<file path="config.mk">
export PLATFORM = sky130hd
export DESIGN_NAME = dram_port_arbiter
export DESIGN_NICKNAME = d
export VERILOG_FILES = /design/src/rtl/dram_pkg.sv /design/src/rtl/rr_priority_picker.sv /design/src/rtl/dram_port_arbiter.sv
export SDC_FILE = /design/constraint.sdc
export NUM_CORES = 1
export LEC_CHECK = 0
export BUFFER_PORTS_ARGS = -buffer_cell sky130_fd_sc_hd__buf_4
export CORE_AREA = 2 2 124 78
export CTS_BUF_LIST = sky130_fd_sc_hd__clkbuf_4
export CTS_CLUSTER_SIZE = 40
export DETAILED_ROUTE_END_ITERATION = 8
export DIE_AREA = 0 0 126 80
export SLEW_MARGIN = 20
export SYNTH_ARGS = -nofsm -noshare
export SYNTH_HDL_FRONTEND = slang
export SYNTH_SLANG_ARGS = --single-unit
</file>
<file path="constraint.sdc">
create_clock -name u_clk -period 2.8 [get_ports u_clk]
set_input_delay 0 -clock u_clk [delete_from_list [all_inputs] [get_ports u_clk]]
set_output_delay 0 -clock u_clk [all_outputs]
set_load 0.01 [all_outputs]
</file>
<file path="src/rtl/dram_pkg.sv">
// rtl/dram_pkg.sv - shared DRAM constants, command encoding and arbiter state type
package dram_pkg;

    localparam int DRAM_NUM_PORTS      = 4;
    localparam int DRAM_ADDR_WIDTH     = 10;
    localparam int DRAM_DATA_WIDTH     = 8;
    localparam int DRAM_TIMEOUT_CYCLES = 64;

    localparam logic CMD_READ  = 1'b0;
    localparam logic CMD_WRITE = 1'b1;

    typedef enum logic [1:0] {
        S_ARB       = 2'd0,
        S_ISSUE     = 2'd1,
        S_WAIT_DATA = 2'd2
    } arb_state_t;

    function automatic int idx_width(input int n);
        return (n > 1) ? $clog2(n) : 1;
    endfunction

endpackage

</file>
<file path="src/rtl/rr_priority_picker.sv">
// rtl/rr_priority_picker.sv - combinational round-robin picker searching upward from ptr
module rr_priority_picker #(
    parameter int NUM_PORTS = 4,
    parameter int IDX_WIDTH = 2
) (
    input  logic [NUM_PORTS-1:0] req,
    input  logic [IDX_WIDTH-1:0] ptr,
    output logic [NUM_PORTS-1:0] gnt,
    output logic [IDX_WIDTH-1:0] idx,
    output logic                 any
);

    always_comb begin
        logic [IDX_WIDTH-1:0] k;
        gnt = '0;
        idx = '0;
        any = 1'b0;
        k   = '0;
        for (int i = 0; i < NUM_PORTS; i++) begin
            k = IDX_WIDTH'((int'(ptr) + i) % NUM_PORTS);
            if (!any && req[k]) begin
                any    = 1'b1;
                gnt[k] = 1'b1;
                idx    = k;
            end
        end
    end

endmodule

</file>
<file path="src/rtl/dram_port_arbiter.sv">
// rtl/dram_port_arbiter.sv - round-robin multi-port front end for a single DRAM controller
module dram_port_arbiter
    import dram_pkg::*;
#(
    parameter int NUM_PORTS      = DRAM_NUM_PORTS,
    parameter int U_ADDR_WIDTH   = DRAM_ADDR_WIDTH,
    parameter int U_DATA_WIDTH   = DRAM_DATA_WIDTH,
    parameter int TIMEOUT_CYCLES = DRAM_TIMEOUT_CYCLES
) (
    input  logic                              u_clk,
    input  logic                              u_rst,
    input  logic [NUM_PORTS-1:0]              p_req,
    input  logic [NUM_PORTS-1:0]              p_cmd,
    input  logic [NUM_PORTS*U_ADDR_WIDTH-1:0] p_addr,
    input  logic [NUM_PORTS*U_DATA_WIDTH-1:0] p_wdata,
    output logic [NUM_PORTS-1:0]              p_gnt,
    output logic [U_DATA_WIDTH-1:0]           p_rdata,
    output logic [NUM_PORTS-1:0]              p_rvalid,
    output logic [NUM_PORTS-1:0]              p_err,
    output logic                              c_en,
    output logic                              c_cmd,
    output logic [U_ADDR_WIDTH-1:0]           c_addr,
    output logic [U_DATA_WIDTH-1:0]           c_wdata,
    input  logic                              c_ack,
    input  logic                              c_busy,
    input  logic [U_DATA_WIDTH-1:0]           c_rdata,
    input  logic                              c_rvalid
);

    localparam int IW  = idx_width(NUM_PORTS);
    localparam int WDW = $clog2(TIMEOUT_CYCLES + 1);

    arb_state_t           state, state_next;
    logic [IW-1:0]        ptr;
    logic [NUM_PORTS-1:0] owner;
    logic [WDW-1:0]       wdog;
    logic [NUM_PORTS-1:0] pick_gnt;
    logic [IW-1:0]        pick_idx;
    logic                 pick_any;
    logic                 take, finish_rd, timeout, wdog_hit;

    rr_priority_picker #(
        .NUM_PORTS (NUM_PORTS),
        .IDX_WIDTH (IW)
    ) u_picker (
        .req (p_req),
        .ptr (ptr),
        .gnt (pick_gnt),
        .idx (pick_idx),
        .any (pick_any)
    );

    // Hit is flagged on the last counted cycle so the error pulse lands TIMEOUT_CYCLES after entry.
    assign wdog_hit = (wdog == WDW'(TIMEOUT_CYCLES - 1));
    assign c_en     = (state == S_ISSUE);

    always_ff @(posedge u_clk) begin
        if (u_rst) begin
            state <= S_ARB;
        end else begin
            state <= state_next;
        end
    end

    always_comb begin
        state_next = state;
        take       = 1'b0;
        finish_rd  = 1'b0;
        timeout    = 1'b0;
        case (state)
            S_ARB: begin
                if (!c_busy && pick_any) begin
                    take       = 1'b1;
                    state_next = S_ISSUE;
                end
            end
            S_ISSUE: begin
                if (c_ack) begin
                    if (c_cmd == CMD_WRITE) begin
                        state_next = S_ARB;
                    end else if (c_rvalid) begin
                        finish_rd  = 1'b1;
                        state_next = S_ARB;
                    end else begin
                        state_next = S_WAIT_DATA;
                    end
                end else if (wdog_hit) begin
                    timeout    = 1'b1;
                    state_next = S_ARB;
                end
            end
            S_WAIT_DATA: begin
                if (c_rvalid) begin
                    finish_rd  = 1'b1;
                    state_next = S_ARB;
                end else if (wdog_hit) begin
                    timeout    = 1'b1;
                    state_next = S_ARB;
                end
            end
            default: state_next = S_ARB;
        endcase
    end

    always_ff @(posedge u_clk) begin
        if (u_rst) begin
            ptr      <= '0;
            owner    <= '0;
            wdog     <= '0;
            p_gnt    <= '0;
            p_rvalid <= '0;
            p_err    <= '0;
            p_rdata  <= '0;
            c_cmd    <= CMD_READ;
            c_addr   <= '0;
            c_wdata  <= '0;
        end else begin
            p_gnt    <= take      ? pick_gnt : '0;
            p_rvalid <= finish_rd ? owner    : '0;
            p_err    <= timeout   ? owner    : '0;
            if (take) begin
                owner   <= pick_gnt;
                ptr     <= (int'(pick_idx) == NUM_PORTS - 1) ? '0 : pick_idx + IW'(1);
                c_cmd   <= p_cmd[pick_idx];
                c_addr  <= p_addr[int'(pick_idx)*U_ADDR_WIDTH +: U_ADDR_WIDTH];
                c_wdata <= p_wdata[int'(pick_idx)*U_DATA_WIDTH +: U_DATA_WIDTH];
            end
            if (finish_rd) begin
                p_rdata <= c_rdata;
            end
            if (state_next != state || state == S_ARB) begin
                wdog <= '0;
            end else begin
                wdog <= wdog + WDW'(1);
            end
        end
    end

endmodule

</file>
==> impl_metrics.csv, run 1 <==
group,metric,value,unit
route,vias,3216,
synthesis,dominantRegCellSynth,"dfxtp_1",
route,ant_nets,0,
global_routing,grt_max_degree,40,
power_and_ir_drop,total_power,2.854,mW
layout,final_common_cell,"buf_4",
synthesis,synth_area,0.003039,mm²
setup_path,crit_arrival,2.89,ns
placed_design,dp_hpwl,6439,µm
route,wl_per_cell,15.21,µm
floorplanning,rows,27,
power_and_ir_drop,irDropWorstVdd,0.3736,mV
clock_network,htreeDepth,2,
layout,area_growth,70.19,%
setup_path,cpMaxStageDelayCell,"or3_2",
floorplanning,ios,133,
setup_path,critPathCaptureType,"flop",
sta,relSlewSlack,0.6481,
floorplanning,die_x,126,µm
floorplanning,initial_core_util,0.3408,
sta,min_period,2.604,ns
route,drt_iter0_markers,142,
synthesis,synth.distinct_cells,41,
synthesis,syn_avg_cell_area,9.648,µm²
min_path,hold_class,"input port to flop",
route,viasPerCell,4.917,
sta,grt_setup_unrepaired,"false",
clock_network,path_clk_slew,0.16,ns
sta,clock.fmax,0.3840,GHz
setup_path,start_kind,"flop",
clock_network,clockBufferDepth,2,
clock_network,clock-root-buffer,"clkbuf_4",
route,drc,0,
synthesis,synth_edf_count,0,
layout,fillers,785,
global_routing,grt_pass1_wl,15100,µm
synthesis,synth-seq-cells,54,
job,cap_violations,0,
layout,layout_common_cells,"142 x buf_4, 95 x dlygate4sd3_1, 54 x dfxtp_1, 40 x mux2i_1, 27 x nand2_1",
synthesis,async_flop_share,0,
floorplanning,dieArea,0.01008,mm²
global_routing,grt_pass1_vias,3108,
synthesis,synthesis.nets,417,
setup_path,path_delay_family,"simple AND/OR/NAND/NOR gates",
synthesis,syn-instance-count,315,
layout,drive_gt1_frac,0.3240,
setup_path,slowest_delay,0.45,ns
power_and_ir_drop,powerDensity,551.8,mW/mm²
synthesis,yosys_warnings,0,
route,wl,9946,µm
sta,finalSetupTns,0,ns
route,dr.pass1.iters,5,
layout,nNetsFinal,638,
global_routing,grt_usage,0.1851,
clock_network,cts_sinks,54,
setup_path,crit_chain,"inv_1 -> ha_2 -> mux2_2 -> nor3b_1 -> or3_2 -> buf_12 -> a221oi_1 -> o221ai_2",
run_status,status,"completed",
global_routing,overflow,0,
sta,hold_viol,0,
global_routing,antenna_found_initial,0,
sta,worst_pin_slew,0.5223,ns
sta,fin_skew,0.02166,ns
placed_design,portBuffers,132,
placed_design,gp_congestion,0.8367,
synthesis,ys_seq_area_frac,0.3557,
clock_network,clk_latency,0.39,ns
sta,finalSetupViolCount,0,
floorplanning,fp.coreArea,0.008919,mm²
floorplanning,fp.dieH,80,µm
clock_network,cts_buffers,5,
sta,slew_viol_final,0,
sta,post-route-period-util,0.9301,
setup_path,critPathKind,"flop to flop",
setup_path,critPathMaxFanout,39,
setup_path,worstPathRequired,3.08,ns
setup_path,path_buf_inv,2,
power_and_ir_drop,p_leak,2.342,nW
clock_network,cts_tree,"yes",
routing by layer:
metal	share of wire	global-route usage	routed length, µm	up-vias
met1	0.46	0.2430	4557	1505
met5	0	0	0	-
met2	0.48	0.3065	4808	85
li1	-	-	-	1606
met3	0.041	0.03552	406	20
met4	0.017	0.06374	174	0
layout make-up:
type,instances,area [µm²],share of cell area
timing repair buffer,240,2077,0.4015
antenna,1,2.502,0.0004838
tap,116,145.1,0.02806
multi-input combinational,224,1768,0.3418
clock inverter,3,20.02,0.003870
inverter,11,41.29,0.007983
clock buffer,5,37.54,0.007257
sequential,54,1081,0.2090
final timing paths:
| path | startpoint | to | slack, ns | cells past startpoint |
|---|---|---|---|---|
| setup / recovery | ptr[1] | c_addr[1] | 0.20 | 8 |
| hold reg to reg | wdog[0] | wdog[0] | 0.46 | 1 |
| hold / removal | c_ack | state[1] | 0.06 | 4 |
| setup reg to reg | ptr[1] | c_addr[1] | 0.20 | 8 |
power breakdown:
part / internal [mW] / switching [mW] / total (mW)
registers: 0.879 / 0.0630 / 0.942
clock network: 0.0987 / 0.259 / 0.358
logic: 0.788 / 0.767 / 1.55
total: 1.77 / 1.09 / 2.85
Yosys cell counts, drive strengths merged (8+ instances only):
library cell  instances  share of area
dfxtp                54           0.36
nor2                 25          0.031
and3                 12          0.025
a221oi               11          0.032
buf                  16          0.039
clkbuf               10          0.012
o221ai               21          0.081
ha                    9          0.037
a21oi                10          0.016
and2                  8          0.016
mux2i                40           0.13
nand2                27          0.033
inv                  11          0.014
what timing repair did:
item | in CTS | in global routing
hold buffers | 95 | 0
endpoints found under the setup margin | 0 | 8
endpoints found under the hold margin | 30 | 0
buffers inserted | 0 | 2
resized for setup | 0 | 1
cells by family (layout without fill, tap and decap cells):
| kind of cell | Yosys count | after routing | synth area share |
|---|---|---|---|
| xor gates and xnor gates | 6 | 6 | 0.01729 |
| DFF | 54 | 54 | 0.3557 |
| and+or+nand+nor | 94 | 94 | 0.1523 |
| muxes | 48 | 48 | 0.1762 |
| adders and majority gates | 9 | 9 | 0.03705 |
| buffers and inverters | 37 | 259 | 0.06463 |
| other | 0 | 1 | 0 |
| AOI/OAI and AO/OA | 67 | 67 | 0.1968 |
worst min-delay path, cell delays in order:
cell	delay, ns
buf_4	0.11
nand2_1	0.08
or3_1	0.14
a211oi_1	0.07
sequential cells by signal, indices dropped and copies added (netlist names), named ones only:
| name | count |
|---|---|
| p_gnt | 4 |
| wdog | 7 |
| p_err | 4 |
| c_addr | 10 |
| c_cmd | 1 |
| ptr | 1 |
| c_wdata | 8 |
| p_rdata | 8 |
| owner | 4 |
| state | 2 |
| p_rvalid | 4 |
metrics by stage:
stage               cells  hold slack, ns  area [µm²]    util  setup WS (ns)
floorplan             315         0.07276        3039       -        0.02972
global route          653         0.05996        5170  0.5797        0.05622
finish                654         0.06385        5172  0.5800         0.1957
CTS                   651         0.02893        5152  0.5777         0.1187
global placement      548          0.2298        4144  0.4646         0.2175
detailed placement    548          0.2399        4144  0.4646         0.1372
(Power assumes the default switching activity.)
==> inputs of run 2 (changes only) <==
CORE_AREA = 2 2 87 89   (was 2 2 124 78)
DIE_AREA = 0 0 89 91   (was 0 0 126 80)
PLACE_DENSITY = 0.76   (was default)
==> impl_metrics.csv, run 2 (synthesis results as in run 1) <==
group,metric,value,unit
run_status,status,"completed",
placed_design,dp_hpwl,6305,µm
sta,grt_setup_unrepaired,"false",
clock_network,clock-root-buffer,"clkbuf_4",
layout,nNetsFinal,640,
clock_network,cts_tree,"yes",
setup_path,path_delay_family,"buffers and inverters",
route,vias,3541,
clock_network,clk_latency,0.39,ns
placed_design,placed_cell_area,0.004125,mm²
sta,hold_viol,0,
layout,top_register,"c_addr",
sta,min_period,2.673,ns
clock_network,clockBufferDepth,2,
layout,top_regs,"c_addr: 10 flops, c_wdata: 8 flops, p_rdata: 8 flops",
floorplanning,die_x,89,µm
sta,finalSetupViolCount,0,
layout,final_area,0.005177,mm²
floorplanning,dieArea,0.008099,mm²
power_and_ir_drop,irDropWorstVdd,0.3090,mV
placed_design,portBuffers,132,
floorplanning,ios,133,
global_routing,grt_pass1_vias,3726,
floorplanning,fp.coreArea,0.007137,mm²
setup_path,r2r_setup_slack,0.13,ns
route,ant_nets,0,
layout,final_common_cell,"buf_4",
route,wl,11570,µm
sta,relSlewSlack,0.4401,
global_routing,antenna_found_initial,0,
sta,worst_pin_slew,0.8165,ns
placed_design,gp_congestion,0.8119,
route,viasPerCell,5.550,
setup_path,crit_chain,"inv_1 -> ha_1 -> buf_4 -> mux2_2 -> a211oi_1 -> or3_4 -> mux2i_1 -> dlygate4sd3_1 -> o221ai_1",
setup_path,crit_arrival,2.96,ns
layout,layout_common_cells,"145 x buf_4, 95 x dlygate4sd3_1, 54 x dfxtp_1, 40 x mux2i_1, 27 x nand2_1",
sta,clock.fmax,0.3741,GHz
clock_network,path_clk_slew,0.17,ns
setup_path,critPathKind,"flop to flop",
layout,area_growth,70.36,%
global_routing,grt_pass1_wl,18130,µm
setup_path,worstPathRequired,3.08,ns
setup_path,path_buf_inv,3,
route,drt_iter0_markers,231,
global_routing,overflow,0,
setup_path,critPathCaptureType,"flop",
clock_network,htreeDepth,2,
setup_path,start_kind,"flop",
layout,drive_gt1_frac,0.3265,
floorplanning,fp.dieH,91,µm
clock_network,cts_buffers,5,
setup_path,cpMaxStageDelayCell,"dlygate4sd3_1",
route,wl_per_cell,18.14,µm
sta,fin_skew,0.02781,ns
sta,post-route-period-util,0.9547,
route,drc,0,
sta,finalSetupTns,0,ns
route,dr.pass1.iters,5,
sta,slew_viol_final,0,
clock_network,cts_sinks,54,
floorplanning,initial_core_util,0.4258,
min_path,hold_class,"input port to flop",
power_and_ir_drop,powerDensity,582.6,mW/mm²
sta,whs,0.07772,ns
global_routing,grt_usage,0.2867,
floorplanning,rows,31,
job,cap_violations,0,
setup_path,slowest_delay,0.58,ns
layout,largest_reg_flops,10,
layout,antennaDiodeCount,0,
power_and_ir_drop,p_leak,2.363,nW
setup_path,critPathMaxFanout,6,
global_routing,grt_max_degree,21,
run 2: timing repair:
action,CTS,global route
resized for setup,0,1
endpoints found under the hold margin,30,0
setup endpoints to repair,0,5
setup buffers,0,2
hold buffers,95,0
run 2: cell type report:
| class | instances | area [µm²] |
|---|---|---|
| inverters | 11 | 41.29 |
| flip-flops and latches | 54 | 1081 |
| multi-input cells | 224 | 1769 |
| clock inverters | 2 | 37.54 |
| repair buffers | 242 | 2079 |
| well taps | 99 | 123.9 |
| fillers | 506 | 1959 |
| clock buffers | 6 | 45.04 |
run 2: power by group:
part / internal (mW) / switching (mW)
Clock: 0.198 / 0.254
Combinational: 0.793 / 0.808
Sequential: 0.879 / 0.0837
run 2: final timing paths:
path / cells past startpoint / startpoint / to
worst min-delay path: 5 / c_busy / flop
worst min register to register: 1 / wdog[0] / wdog[0]
worst max register to register: 9 / ptr[1] / c_wdata[0]
worst max-delay path: 9 / ptr[1] / c_wdata[0]
run 2: metrics by stage:
stage | utilization | setup WS, ns | power (mW) | cells
finish | 0.7255 | 0.1268 | 3.016 | 638
global route | 0.7255 | 0.0005149 | 3.161 | 638
CTS | 0.7228 | 0.05439 | 2.909 | 636
detailed placement | 0.5780 | 0.1472 | 2.358 | 533
global placement | 0.5780 | 0.2116 | 2.324 | 533
floorplan | - | 0.02972 | 1.936 | 315
run 2: metal layers:
metal,wire [µm],track usage
met1,4112,0.3115
met2,5942,0.5006
met3,836,0.05909
met4,679,0.1667
met5,0,0
run 2: tightest hold or removal path, cell delays in order:
cell and delay [ns]:
buf_4 0.08, nor2b_1 0.07, o21ai_0 0.10, xnor2_1 0.13, nor2_1 0.05
